===== src/rtl/uart_cmd_parser_pkg.sv =====
// Shared types for the UART command frame parser: FSM states, error codes and width helpers.
package uart_cmd_parser_pkg;

  typedef enum logic [2:0] {
    StSync,
    StOp,
    StLen,
    StPayload,
    StChk,
    StHold
  } state_e;

  typedef enum logic [1:0] {
    ErrOverrun  = 2'd0,
    ErrChecksum = 2'd1,
    ErrLength   = 2'd2,
    ErrTimeout  = 2'd3
  } err_e;

  // Width of a field that must hold 0..max_len inclusive.
  function automatic int unsigned len_width(input int unsigned max_len);
    return $clog2(max_len + 1);
  endfunction

  function automatic int unsigned addr_width(input int unsigned max_len);
    return (max_len > 1) ? $clog2(max_len) : 1;
  endfunction

endpackage


===== src/rtl/uart_cmd_parser_if.sv =====
// Byte-strobe input, command handshake, payload read port and error status of the parser.
interface uart_cmd_parser_if
  import uart_cmd_parser_pkg::*;
#(
  parameter int unsigned MAX_LEN = 16
) ();
  localparam int unsigned LW = len_width(MAX_LEN);
  localparam int unsigned AW = addr_width(MAX_LEN);

  logic          i_Rx_DV;
  logic [7:0]    i_Rx_Byte;
  logic          o_Cmd_Valid;
  logic          i_Cmd_Ready;
  logic [7:0]    o_Cmd_Op;
  logic [LW-1:0] o_Cmd_Len;
  logic [AW-1:0] i_Rd_Addr;
  logic [7:0]    o_Rd_Data;
  logic          o_Busy;
  logic          o_Err_Pulse;
  logic [1:0]    o_Err_Code;

  modport slave (
    input  i_Rx_DV, i_Rx_Byte, i_Cmd_Ready, i_Rd_Addr,
    output o_Cmd_Valid, o_Cmd_Op, o_Cmd_Len, o_Rd_Data, o_Busy, o_Err_Pulse, o_Err_Code
  );

  modport master (
    output i_Rx_DV, i_Rx_Byte, i_Cmd_Ready, i_Rd_Addr,
    input  o_Cmd_Valid, o_Cmd_Op, o_Cmd_Len, o_Rd_Data, o_Busy, o_Err_Pulse, o_Err_Code
  );

endinterface


===== src/rtl/uart_cmd_parser_timeout.sv =====
// Inter-byte timeout counter: clear restarts the count, expire flags the last cycle before
// TIMEOUT_CLKS clocks have elapsed since the clear.
module uart_cmd_parser_timeout #(
  parameter int unsigned TIMEOUT_CLKS = 160
) (
  input  logic i_Clock,
  input  logic i_Reset,
  input  logic i_Clr,
  input  logic i_En,
  output logic o_Expire
);
  localparam int unsigned CW = $clog2(TIMEOUT_CLKS + 1);

  logic [CW-1:0] r_cnt;

  // Loading 1 on clear makes r_cnt equal the clocks elapsed since the clearing strobe.
  always_ff @(posedge i_Clock) begin
    if (i_Reset) begin
      r_cnt <= '0;
    end else if (i_Clr) begin
      r_cnt <= CW'(1);
    end else if (i_En && (r_cnt != CW'(TIMEOUT_CLKS))) begin
      r_cnt <= r_cnt + CW'(1);
    end
  end

  assign o_Expire = i_En && !i_Clr && (r_cnt == CW'(TIMEOUT_CLKS - 1));

endmodule


===== src/rtl/uart_cmd_parser.sv =====
// Frame parser behind uart_rx: SYNC|OP|LEN|PAYLOAD|CHK, validated commands handed out
// through valid/ready with the payload held in a small register buffer.
module uart_cmd_parser
  import uart_cmd_parser_pkg::*;
#(
  parameter int unsigned CLKS_PER_BIT  = 434,
  parameter int unsigned MAX_LEN       = 16,
  parameter int unsigned TIMEOUT_BYTES = 4,
  parameter logic [7:0]  SYNC_BYTE     = 8'hA5
) (
  input logic              i_Clock,
  input logic              i_Reset,
  uart_cmd_parser_if.slave bus
);
  localparam int unsigned LW           = len_width(MAX_LEN);
  localparam int unsigned AW           = addr_width(MAX_LEN);
  localparam int unsigned TIMEOUT_CLKS = TIMEOUT_BYTES * 10 * CLKS_PER_BIT;

  state_e        r_state, w_state_d;
  logic [7:0]    r_sum, w_sum_d;
  logic [7:0]    r_op, w_op_d;
  logic [LW-1:0] r_len, w_len_d;
  logic [AW-1:0] r_idx, w_idx_d;
  logic          r_err_pulse, w_err_pulse_d;
  err_e          r_err_code, w_err_code_d;
  logic          w_buf_we;
  logic          w_tmo_en;
  logic          w_tmo_expire;
  logic [7:0]    r_buf [MAX_LEN];

  assign w_tmo_en = r_state inside {StOp, StLen, StPayload, StChk};

  uart_cmd_parser_timeout #(
    .TIMEOUT_CLKS(TIMEOUT_CLKS)
  ) u_timeout (
    .i_Clock (i_Clock),
    .i_Reset (i_Reset),
    .i_Clr   (bus.i_Rx_DV),
    .i_En    (w_tmo_en),
    .o_Expire(w_tmo_expire)
  );

  always_comb begin
    w_state_d     = r_state;
    w_sum_d       = r_sum;
    w_op_d        = r_op;
    w_len_d       = r_len;
    w_idx_d       = r_idx;
    w_err_pulse_d = 1'b0;
    w_err_code_d  = r_err_code;
    w_buf_we      = 1'b0;

    unique case (r_state)
      StSync: begin
        if (bus.i_Rx_DV && (bus.i_Rx_Byte == SYNC_BYTE)) begin
          w_sum_d   = '0;
          w_state_d = StOp;
        end
      end
      StOp: begin
        if (bus.i_Rx_DV) begin
          w_op_d    = bus.i_Rx_Byte;
          w_sum_d   = bus.i_Rx_Byte;
          w_state_d = StLen;
        end
      end
      StLen: begin
        if (bus.i_Rx_DV) begin
          w_sum_d = r_sum + bus.i_Rx_Byte;
          if (32'(bus.i_Rx_Byte) > MAX_LEN) begin
            w_err_pulse_d = 1'b1;
            w_err_code_d  = ErrLength;
            w_state_d     = StSync;
          end else begin
            w_len_d   = LW'(bus.i_Rx_Byte);
            w_idx_d   = '0;
            w_state_d = (bus.i_Rx_Byte == 8'd0) ? StChk : StPayload;
          end
        end
      end
      StPayload: begin
        if (bus.i_Rx_DV) begin
          w_buf_we = 1'b1;
          w_sum_d  = r_sum + bus.i_Rx_Byte;
          w_idx_d  = r_idx + AW'(1);
          if ((LW'(r_idx) + LW'(1)) == r_len) begin
            w_state_d = StChk;
          end
        end
      end
      StChk: begin
        if (bus.i_Rx_DV) begin
          if (bus.i_Rx_Byte == r_sum) begin
            w_state_d = StHold;
          end else begin
            w_err_pulse_d = 1'b1;
            w_err_code_d  = ErrChecksum;
            w_state_d     = StSync;
          end
        end
      end
      StHold: begin
        // Bytes arriving while a command is parked are lost; the held frame stays intact.
        if (bus.i_Rx_DV) begin
          w_err_pulse_d = 1'b1;
          w_err_code_d  = ErrOverrun;
        end
        if (bus.i_Cmd_Ready) begin
          w_state_d = StSync;
        end
      end
      default: w_state_d = StSync;
    endcase

    // Expire is never raised on a DV cycle, so it cannot collide with another error.
    if (w_tmo_expire) begin
      w_err_pulse_d = 1'b1;
      w_err_code_d  = ErrTimeout;
      w_state_d     = StSync;
    end
  end

  always_ff @(posedge i_Clock) begin
    if (i_Reset) begin
      r_state     <= StSync;
      r_sum       <= '0;
      r_op        <= '0;
      r_len       <= '0;
      r_idx       <= '0;
      r_err_pulse <= 1'b0;
      r_err_code  <= ErrOverrun;
    end else begin
      r_state     <= w_state_d;
      r_sum       <= w_sum_d;
      r_op        <= w_op_d;
      r_len       <= w_len_d;
      r_idx       <= w_idx_d;
      r_err_pulse <= w_err_pulse_d;
      r_err_code  <= w_err_code_d;
    end
  end

  always_ff @(posedge i_Clock) begin
    if (w_buf_we && !i_Reset) begin
      r_buf[r_idx] <= bus.i_Rx_Byte;
    end
  end

  assign bus.o_Cmd_Valid = (r_state == StHold);
  assign bus.o_Busy      = (r_state != StSync);
  assign bus.o_Cmd_Op    = r_op;
  assign bus.o_Cmd_Len   = r_len;
  assign bus.o_Err_Pulse = r_err_pulse;
  assign bus.o_Err_Code  = r_err_code;
  assign bus.o_Rd_Data   = (32'(bus.i_Rd_Addr) < MAX_LEN) ? r_buf[bus.i_Rd_Addr] : 8'h00;

endmodule

===== src/flat_wrapper.sv =====
// flat-port wrapper written by rule: the top's interface ports become plain ports
module uart_cmd_parser_flat import uart_cmd_parser_pkg::*;
#(
  parameter int unsigned CLKS_PER_BIT  = 434,
  parameter int unsigned MAX_LEN       = 16,
  parameter int unsigned TIMEOUT_BYTES = 4,
  parameter logic [7:0]  SYNC_BYTE     = 8'hA5
)
  (i_Clock, i_Reset, bus_i_Rx_DV, bus_i_Rx_Byte, bus_i_Cmd_Ready, bus_i_Rd_Addr, bus_o_Cmd_Valid, bus_o_Cmd_Op, bus_o_Cmd_Len, bus_o_Rd_Data, bus_o_Busy, bus_o_Err_Pulse, bus_o_Err_Code);
  uart_cmd_parser_if #(.MAX_LEN(MAX_LEN)) bus_i ();
  input logic i_Clock;
  input logic i_Reset;
  input wire logic [$bits(bus_i.i_Rx_DV)-1:0] bus_i_Rx_DV;
  input wire logic [$bits(bus_i.i_Rx_Byte)-1:0] bus_i_Rx_Byte;
  input wire logic [$bits(bus_i.i_Cmd_Ready)-1:0] bus_i_Cmd_Ready;
  input wire logic [$bits(bus_i.i_Rd_Addr)-1:0] bus_i_Rd_Addr;
  output wire logic [$bits(bus_i.o_Cmd_Valid)-1:0] bus_o_Cmd_Valid;
  output wire logic [$bits(bus_i.o_Cmd_Op)-1:0] bus_o_Cmd_Op;
  output wire logic [$bits(bus_i.o_Cmd_Len)-1:0] bus_o_Cmd_Len;
  output wire logic [$bits(bus_i.o_Rd_Data)-1:0] bus_o_Rd_Data;
  output wire logic [$bits(bus_i.o_Busy)-1:0] bus_o_Busy;
  output wire logic [$bits(bus_i.o_Err_Pulse)-1:0] bus_o_Err_Pulse;
  output wire logic [$bits(bus_i.o_Err_Code)-1:0] bus_o_Err_Code;
  assign bus_i.i_Rx_DV = bus_i_Rx_DV;
  assign bus_i.i_Rx_Byte = bus_i_Rx_Byte;
  assign bus_i.i_Cmd_Ready = bus_i_Cmd_Ready;
  assign bus_i.i_Rd_Addr = bus_i_Rd_Addr;
  assign bus_o_Cmd_Valid = bus_i.o_Cmd_Valid;
  assign bus_o_Cmd_Op = bus_i.o_Cmd_Op;
  assign bus_o_Cmd_Len = bus_i.o_Cmd_Len;
  assign bus_o_Rd_Data = bus_i.o_Rd_Data;
  assign bus_o_Busy = bus_i.o_Busy;
  assign bus_o_Err_Pulse = bus_i.o_Err_Pulse;
  assign bus_o_Err_Code = bus_i.o_Err_Code;
  uart_cmd_parser #(.CLKS_PER_BIT(CLKS_PER_BIT), .MAX_LEN(MAX_LEN), .TIMEOUT_BYTES(TIMEOUT_BYTES), .SYNC_BYTE(SYNC_BYTE)) u_core (.i_Clock(i_Clock), .i_Reset(i_Reset), .bus(bus_i));
endmodule

===== config.mk =====
export PLATFORM = sky130hd
export DESIGN_NAME = uart_cmd_parser_flat
export DESIGN_NICKNAME = d
export VERILOG_FILES = /design/src/rtl/uart_cmd_parser_pkg.sv /design/src/rtl/uart_cmd_parser_if.sv /design/src/rtl/uart_cmd_parser_timeout.sv /design/src/rtl/uart_cmd_parser.sv /design/src/flat_wrapper.sv
export SDC_FILE = /design/constraint.sdc
export NUM_CORES = 1
export LEC_CHECK = 0
export BUFFER_PORTS_ARGS = -buffer_cell sky130_fd_sc_hd__buf_4
export CAP_MARGIN = 40
export CORE_ASPECT_RATIO = 2
export CORE_MARGIN = 2
export CORE_UTILIZATION = 50
export DETAILED_ROUTE_END_ITERATION = 8
export PLACE_DENSITY = 0.67
export SLEW_MARGIN = 15
export SYNTH_ARGS = -nofsm -noshare
export SYNTH_HDL_FRONTEND = slang
export SYNTH_SLANG_ARGS = --single-unit

===== constraint.sdc =====
create_clock -name i_Clock -period 2.78 [get_ports i_Clock]
set_input_delay 0.556 -clock i_Clock [delete_from_list [all_inputs] [get_ports i_Clock]]
set_output_delay 0.556 -clock i_Clock [all_outputs]
set_load 0.03 [all_outputs]

==> metrics.log <==
[metrics] outcome: finished clean
[metrics] EDFF count, synth: 128
[metrics] maximum clock frequency: between 0.3 and 0.4 GHz
[metrics] distinct cell type count after synthesis: 54
[metrics] endpoints failing setup: 0
[metrics] via count: 4,771
[metrics] Gate Count Post-Synth: 529
[metrics] core area: 14,800 sq um
[metrics] Filler Cell Count: between 1,000 and 1,500
[metrics] diode insertion count for antenna repair: 0
[metrics] Power Internal: about 0.0041 W
[metrics] pin count of the biggest net entering global routing: 33
[metrics] global-route wire length before repair: 27,400 um
[metrics] unrepaired setup endpoints after global routing: false
[metrics] clock group share of total power: 0.429
[metrics] relative contribution of sequential cells to total power: 0.514
[metrics] predominant post-synthesis flop cell: edfxtp_1
[metrics] leading cell type in the layout, fill and taps excluded: edfxtp_1
[metrics] Finished Core Util: 0.596
[metrics] reported leakage power: between 2 and 3 nW
[metrics] leading cell types by total area after synthesis: edfxtp_1, dfxtp_1, mux4_2, nor2_1, ha_1
[metrics] capturing element type of the critical path: output pin
[metrics] net count after synthesis: 559
[metrics] overflow left after global routing: 0
[metrics] area fraction of the dominant cell type after synthesis: 0.510
[metrics] via density per instance: slightly below 6
[metrics] Horiz. Die Dim: between 90 and 100 um
[metrics] Netlist Area Pre-Place: 7540 sq um
[metrics] PostCTS Resize Cnt: 0
[metrics] Final Critical Period: approximately 2.7 ns
[metrics] post-layout net count: about 620
[metrics] Routed WL: about 17,000 um
[metrics] final RePlAce weighted congestion: 0.892
[metrics] final clock skew: around 0.009 ns
[metrics] number of placement rows: 63
[metrics] Largest stage delay, worst path: around 0.53 ns
[metrics] total track usage: 0.229
[metrics] Max-cap violations: 0
[metrics] Worst Max-Slew Pin Slew: about 0.7 ns
[metrics] number of global-route vias before repair: approximately 4,900
[metrics] data required time at the worst endpoint: approximately 2.2 ns
[metrics] synthesis-stage register bit count: approximately 170
[metrics] fraction of layout cells with a size suffix above 1: 0.244
[metrics] Rel. slew slack: 0.536
[metrics] Synth area leader: edfxtp_1
[metrics] clock insertion delay at the later pin of the skew report: between 0.4 and 0.5 ns
[metrics] power density cells: 614 nW/um^2
[metrics] switching power share of the total: 0.239
[metrics] hold-fix buffer count after cts: 0
[metrics] Final Hold Viols: 0
[metrics] number of iterations in the first detailed-routing pass: 5
[metrics] WP buf/inv: 3
[metrics] final-layout setup total negative slack: 0 ns
[metrics] Mean Syn Cell Area: about 14 sq um
[metrics] clock-pin slew of the registers on the worst-case setup and hold paths: approximately 0.080 ns
[metrics] category of cells accounting for the largest share of critical-path delay: multiplexers
[metrics] cells on worst reg2reg path: 5
[metrics] portion of the clock cycle consumed by the worst path in the final layout: 0.980
[metrics] number of sinks on the clock net: around 170
[metrics] most frequent cells in the layout: edfxtp_1, buf_4, dfxtp_1
[metrics] Logic pwr share: 0.057
[metrics] data arrival time of the worst path: ~2.2 ns
[metrics] fraction of registers with async set or reset after synthesis: 0
[metrics] IO Count: 42
[metrics] Clk Tree Root Cell: clkbuf_16
[metrics] worst vdd ir: approximately 0.43 mV
[metrics] kind of launch point of the worst setup path: primary input
[metrics] Post CTS Setup Buffer Count: 0
[metrics] Worst path depth: 5
[metrics] CP max-delay cell: mux4_2
[metrics] initial DRC count: ~320
[metrics] post-placement cell area: around 8200 sq um
[metrics] quantity of I/O buffers inserted on ports: between 40 and 50
[metrics] final antenna-violating net count: 0
[metrics] Hold Path Stages: 1
[metrics] per-cell routed wire length: ~22 um
[metrics] yosys warns: 0
[metrics] number of remaining DRC errors: 0
[metrics] Detailed Place HPWL: approximately 12,000 um
[metrics] starting density of the core: 0.509
[metrics] max-slew violation total from the final report: 0
[metrics] CP max FO: 16
[metrics] net switching power: roughly 0.0013 W
[metrics] maximum clock insertion buffer count: 2
[metrics] Crit Path Category: in2out
[metrics] crit-path cells: buf_4, buf_12, mux4_2, mux4_2, buf_4
[metrics] share of the yosys chip area belonging to registers: 0.632
[metrics] Inserted Clock Buffers: 17
[metrics] CTS H-tree lvls: 4
[metrics] die area: approximately 16,000 sq um
[metrics] Die H: ~180 um
[metrics] relative area change from synthesis to final layout: 17.1%
[metrics] post-route standard cell area excluding fillers: ~9000 sq um
[metrics] TritonCTS clock tree: done
[metrics] number of antenna violations at the first check in global routing: 0
[metrics] Hold Path Class: in2reg
path summary, 6_finish.rpt:
| check | startpoint | end | slack, ns |
|---|---|---|---|
| hold reg to reg | u_core.bus.o_Cmd_Op[6] | u_core.bus.o_Cmd_Op[6] | 0.46 |
| setup reg to reg | u_core.r_state[1] | u_core.r_buf[11][5] | 0.58 |
| setup / recovery | bus_i_Rd_Addr[0] | bus_o_Rd_Data[4] | 0.05 |
| hold / removal | bus_i_Rx_Byte[0] | u_core.r_buf[5][0] | 0.37 |
cell families after synthesis:
kind of cell,Yosys count,share of synthesized area
DFF,174,0.632
xor gates and xnor gates,20,0.0232
AOI/OAI and AO/OA,76,0.0674
and+or+nand+nor,159,0.105
muxes,46,0.128
buffers and inverters,40,0.0208
adders and majority gates,14,0.0242
synth_stat cells, drive strengths merged, types with 12 or more instances:
cell,number
xnor2,13
nand2,43
ha,13
dfxtp,46
a21oi,29
inv,16
nor2,44
clkbuf,17
mux4,40
o21ai,12
nand3,16
edfxtp,128
metrics by stage:
step                total power (W)  hold WS, ns  setup WS, ns  instances
detailed placement          0.00315        0.451        0.0965        770
global route                0.00558        0.359       0.00457        802
CTS                         0.00548        0.350        0.0479        802
global placement            0.00314        0.447         0.115        770
floorplan                   0.00303        0.467        0.0497        529
finish                      0.00542        0.368        0.0542        802
routing by layer:
layer	up-vias	global-route usage	routed length, um
met5	-	0	0
met4	0	0.100	687
met3	37	0.0429	834
met2	191	0.442	10100
met1	2376	0.239	5880
li1	2167	-	-
final cells by class:
| cell class | count | area [sq um] | share of cell area |
|---|---|---|---|
| inverters | 16 | 60.1 | 0.00680 |
| clock inverters | 14 | 163 | 0.0184 |
| repair buffers | 70 | 551 | 0.0624 |
| multi-input cells | 315 | 2620 | 0.296 |
| clock buffers | 18 | 429 | 0.0486 |
| well taps | 195 | 244 | 0.0276 |
| flip-flops and latches | 174 | 4760 | 0.540 |
state kept, by name, indices dropped and copies added (netlist names):
register / flops
u_core.bus.o_Cmd_Len: 5
u_core.bus.o_Cmd_Op: 8
u_core.bus.o_Err_Code: 2
u_core.bus.o_Err_Pulse: 1
u_core.r_buf: 128
u_core.r_idx: 4
u_core.r_state: 3
u_core.r_sum: 8
u_core.u_timeout.r_cnt: 15
power groups by stage:
| stage | Sequential [W] | Combinational [W] | Clock (W) |
|---|---|---|---|
| 4_1_cts | 0.00279 | 0.000309 | 0.00238 |
| 2_1_floorplan | 0.00285 | 0.000180 | 0 |
| 3_5_place_dp | 0.00285 | 0.000307 | 0 |
| 6_report | 0.00279 | 0.000307 | 0.00233 |
| 5_1_grt | 0.00279 | 0.000332 | 0.00246 |
| 3_3_place_gp | 0.00285 | 0.000297 | 0 |
(Power assumes the default switching activity.)
